--- src/rtl/serial_paralelo.sv ---
// Receive side of the 9-bit parallel/serial link: aligns to COMMA bytes in an MSB-first bit
// stream and, once locked, emits each received byte as {valid, data} with a one-cycle strobe.
module serial_paralelo #(
  parameter logic [7:0]  COMMA      = 8'hBC,
  parameter int unsigned SYNC_COUNT = 4
) (
  input  logic       clk8f,
  input  logic       reset_L,
  input  logic       serial_in,
  output logic [8:0] paralelo_out,
  output logic       paralelo_strobe,
  output logic       active
);

  localparam logic [1:0] SEARCH = 2'd0;
  localparam logic [1:0] ALIGN  = 2'd1;
  localparam logic [1:0] ACTIVE = 2'd2;

  localparam logic [3:0] SyncCnt = 4'(SYNC_COUNT);

  logic [7:0] shift_q;
  logic [7:0] cand;
  logic [2:0] bit_cnt_q, bit_cnt_d;
  logic [3:0] comma_cnt_q, comma_cnt_d;
  logic [1:0] state_q, state_d;
  logic [8:0] out_q, out_d;
  logic       strobe_q, strobe_d;
  logic       active_q, active_d;
  logic       is_comma;
  logic       boundary;

  // Byte as it will look once the current bit lands, so decisions happen on the LSB edge.
  assign cand     = {shift_q[6:0], serial_in};
  assign is_comma = (cand == COMMA);
  assign boundary = (bit_cnt_q == 3'd7);

  always_comb begin
    bit_cnt_d   = bit_cnt_q;
    comma_cnt_d = comma_cnt_q;
    state_d     = state_q;
    out_d       = out_q;
    strobe_d    = 1'b0;
    active_d    = active_q;

    case (state_q)
      SEARCH: begin
        if (is_comma) begin
          bit_cnt_d   = 3'd0;
          comma_cnt_d = 4'd1;
          if (SyncCnt == 4'd1) begin
            state_d  = ACTIVE;
            active_d = 1'b1;
          end else begin
            state_d = ALIGN;
          end
        end
      end

      ALIGN: begin
        bit_cnt_d = bit_cnt_q + 3'd1;
        if (boundary) begin
          if (is_comma) begin
            comma_cnt_d = comma_cnt_q + 4'd1;
            if (comma_cnt_d == SyncCnt) begin
              state_d  = ACTIVE;
              active_d = 1'b1;
            end
          end else begin
            // Drop back to bit-by-bit hunting; this byte is not re-examined.
            comma_cnt_d = 4'd0;
            state_d     = SEARCH;
          end
        end
      end

      ACTIVE: begin
        bit_cnt_d = bit_cnt_q + 3'd1;
        if (boundary) begin
          strobe_d = 1'b1;
          out_d    = is_comma ? 9'h000 : {1'b1, cand};
        end
      end

      default: begin
        state_d  = SEARCH;
        active_d = 1'b0;
      end
    endcase
  end

  always_ff @(posedge clk8f or negedge reset_L) begin
    if (!reset_L) begin
      shift_q     <= 8'h00;
      bit_cnt_q   <= 3'd0;
      comma_cnt_q <= 4'd0;
      state_q     <= SEARCH;
      out_q       <= 9'h000;
      strobe_q    <= 1'b0;
      active_q    <= 1'b0;
    end else begin
      shift_q     <= cand;
      bit_cnt_q   <= bit_cnt_d;
      comma_cnt_q <= comma_cnt_d;
      state_q     <= state_d;
      out_q       <= out_d;
      strobe_q    <= strobe_d;
      active_q    <= active_d;
    end
  end

  assign paralelo_out    = out_q;
  assign paralelo_strobe = strobe_q;
  assign active          = active_q;

endmodule

--- config.mk ---
export PLATFORM = sky130hd
export DESIGN_NAME = serial_paralelo
export DESIGN_NICKNAME = d
export VERILOG_FILES = /design/src/rtl/serial_paralelo.sv
export SDC_FILE = /design/constraint.sdc
export NUM_CORES = 1
export LEC_CHECK = 0
export BUFFER_PORTS_ARGS = -buffer_cell sky130_fd_sc_hd__buf_2
export CAP_MARGIN = 30
export CORE_UTILIZATION = 60
export DETAILED_ROUTE_END_ITERATION = 10
export GPL_ROUTABILITY_DRIVEN = 0
export PLACE_DENSITY_LB_ADDON = 0.05
export SETUP_SLACK_MARGIN = 0.15
export SYNTH_ARGS = -nofsm -noshare
export SYNTH_HDL_FRONTEND = slang
export SYNTH_SLANG_ARGS = --single-unit
--- constraint.sdc ---
create_clock -name clk8f -period 5.1 [get_ports clk8f]
set_input_delay 1.02 -clock clk8f [delete_from_list [all_inputs] [get_ports clk8f]]
set_output_delay 1.02 -clock clk8f [all_outputs]
set_load 0.05 [all_outputs]
==> impl_metrics.csv <==
group,metric,value,unit
detailed_routing,wl_per_cell,14.2,µm
clock_tree,cts_tree,"done",
floorplanning,core,1960,µm²
job,maxCapViolCount,0,
critical_path,reg2reg_setup_slack,3.19,ns
clock_tree,cts.sinks,27,
yosys,synth_flop_cell,"dfrtp_1",
yosys,yosysSeqAreaShare,0.541,
sta,period_share,0.439,
floorplanning,row_count,16,
yosys,yosysTopAreaCellShare,0.541,
pwr,comb_power_share,0.085,
floorplanning,die_width,47.6,µm
pwr,p_switching,86.8,µW
yosys,ys_seq_elements,27,
global_route,grt_max_degree,28,
sta,rsz0062_at_grt,"false",
global_route,grt_overflow,0,
place,dp_hpwl,1630,µm
yosys,synth_edf_count,0,
detailed_routing,vias,881,
sta,worst_pin_slew,0.598,ns
critical_path,reg2reg_from,"shift_q[5]",
yosys,yosysTopAreaCell,"dfrtp_1",
global_route,first_global_vias,703,
critical_path,crit_buf_inv,1,
yosys,synth_area_leaders,"dfrtp_1 54%, ha_1 7.0%, nand2_1 6.9%, a22o_1 4.2%, o21ai_0 2.4%",
clock_tree,cts_root_buf,"clkbuf_4",
pwr,p_leak,0.000636,µW
final_layout,instances_no_fill,154,
place,dpl.cell_count,150,
final_layout,layout-drive-gt1-share,0.197,
yosys,yosys_warnings,0,
critical_path,path_depth,5,
critical_path,end_kind,"register",
detailed_routing,drc,0,
detailed_routing,drtIter0Drc,9,
pwr,p_clk_frac,0.269,
yosys,syn_inst,112,
clock_tree,post-cts-setup-buffers,0,
clock_tree,cts.clk_slew.worst_paths,0.15,ns
critical_path,critPathArrivalTime,2.51,ns
clock_tree,cts_max_path_buffers,2,
critical_path,max_stage_delay,0.64,ns
yosys,yosysMostFrequentCell,"dfrtp_1",
pwr,p_int,259,µW
critical_path,ff2ff_path_depth,4,
critical_path,crit_end,"state_q[0]",
clock_tree,cts_hold_buf,0,
detailed_routing,dr.pass1.iters,4,
sta,timing.fmax,447,MHz
clock_tree,clock_latency,0.32,ns
yosys,synthDistinctLibCells,38,
detailed_routing,ant_nets,0,
critical_path,crit_family,"simple AND/OR/NAND/NOR gates",
critical_path,cpMaxStageDelayCell,"or4b_1",
final_layout,syn_to_final_growth,9.11,%
critical_path,cp.required,5.37,ns
critical_path,worstPathCellList,"buf_2, or4b_1, nor2_2, o2111ai_1, nand3_1",
clock_tree,cts_resized,0,
critical_path,critical_path_class,"primary input to register",
final_layout,finalNetCount,138,
sta,max_slew_margin,0.598,
critical_path,worstPathMaxFanout,10,
place,io_buffers,13,
global_route,grtUsageTotal,0.217,
yosys,synth_nets,122,
floorplanning,io_pins,14,
critical_path,worst_r2r_endpoint,"state_q[0]",
critical_path,start_kind,"primary input",
sta,final-setup-viol-count,0,
global_route,grt_pass1_wl,3330,µm
worst_hold_path,min-delay-path-class,"register to register",
clock_tree,cts_buffers,3,
floorplanning,start_util,0.637,
floorplanning,die-area,2270,µm²
yosys,async_flop_share,1.00,
sta,fin_tns_setup,0,ns
yosys,avgSynthCellArea,11.2,µm²
yosys,netlist_top_cells_count,"27 x dfrtp_1, 23 x nand2_1, 7 x ha_1, 6 x a22o_1, 6 x o21ai_0",
pwr,p_sw_frac,0.251,
outcome,status,"finished clean",
detailed_routing,wirelength,2190,µm
critical_path,startpoint,"serial_in",
floorplanning,die_h,47.6,µm
pwr,pwr-share-seq,0.647,
clock_tree,h-tree-depth,1,
pwr,ir_drop,187,µV
detailed_routing,vias_per_cell,5.72,
sta,finalClockSkew,0.00586,ns
yosys,syn-cell-area,1250,µm²
sta,finalHoldViolCount,0,
global_route,antenna_found_initial,0,
sta,period_minus_slack,2.24,ns
final_layout,n_antenna_cell,0,
sta,slew_violations,0,
pwr,power.density,254,nW/µm²
## state kept, by name (all words and copies together) (netlist names)
| name | cells |
|---|---|
| active | 1 |
| bit_cnt_q | 3 |
| comma_cnt_q | 4 |
| paralelo_out | 9 |
| paralelo_strobe | 1 |
| shift_q | 7 |
| state_q | 2 |
## cell type report
| type | instances | area, µm² |
|---|---|---|
| Clock buffer | 3 | 22.5 |
| Timing Repair Buffer | 13 | 65.1 |
| Clock inverter | 1 | 7.51 |
| Inverter | 6 | 22.5 |
| Multi-Input combinational cell | 77 | 537 |
| Tap cell | 27 | 33.8 |
| Sequential cell | 27 | 676 |
| Fill cell | 174 | 598 |
## cell usage in the layout, fill, tap and decap left out
master      instances
o21ai_2             1
o21bai_1            1
nand3b_1            1
clkinv_1            1
nor2_2              1
inv_1               5
o21ai_1             1
dfrtp_1            27
a22oi_1             1
o2111ai_1           1
and2b_2             1
and2_2              1
a21oi_1             4
buf_2              13
nor3_4              1
nor2b_1             1
nand2_1            23
a21o_1              2
and3_1              1
nor2_1              1
a22o_1              6
nand4_1             1
nor3b_2             1
o31ai_1             3
ha_1                7
or4b_1              1
a31oi_1             1
nand4b_1            1
nand3_1             1
and3b_1             1
or4bb_1             1
mux2_2              1
o21ai_4             1
a21boi_0            1
a221o_1             1
o2bb2ai_1           1
o21ai_0             6
clkinvlp_4          1
clkbuf_4            3
## metal layers
metal | global-route usage | share of wire
met3 | 0.0226 | 0.023
met1 | 0.332 | 0.50
met5 | 0 | 0
met2 | 0.318 | 0.46
met4 | 0.0833 | 0.012
## through the flow
step / setup WS (ns) / cell area (µm²) / power (µW) / util / hold slack [ns]
3_3_place_gp: 2.57 / 1330 / 256 / 0.680 / 0.382
6_report: 2.86 / 1360 / 346 / 0.695 / 0.412
5_1_grt: 2.78 / 1360 / 363 / 0.695 / 0.430
4_1_cts: 2.85 / 1360 / 349 / 0.695 / 0.418
3_5_place_dp: 2.51 / 1330 / 257 / 0.680 / 0.384
2_1_floorplan: 2.81 / 1250 / 247 / - / 0.366
## power groups by stage
stage / Combinational, µW / Sequential, µW / Clock, µW
global route: 32.5 / 225 / 106
finish: 29.4 / 224 / 93.0
detailed placement: 29.4 / 228 / 0
floorplan: 20.6 / 227 / 0
CTS: 29.5 / 224 / 95.2
global placement: 28.1 / 228 / 0
## cells by family (layout without fill, tap and decap cells)
group                      Yosys count  in the layout  synth area share
muxes                                1              1           0.00901
DFF                                 27             27             0.541
buffers and inverters                8             23            0.0300
adders and majority gates            7              7            0.0701
AOI/OAI and AO/OA                   31             31             0.181
and+or+nand+nor                     38             38             0.169
## worst min path at each step
stage                     startpoint    endpoint  cells after the start
after CTS                 shift_q[1]  shift_q[2]                      0
final                     shift_q[1]  shift_q[2]                      0
after global routing      shift_q[0]  shift_q[1]                      0
after global placement    shift_q[0]  shift_q[1]                      0
after floorplan           shift_q[5]  shift_q[6]                      0
after detailed placement  shift_q[1]  shift_q[2]                      0
Power figures use the tool's default switching activity.
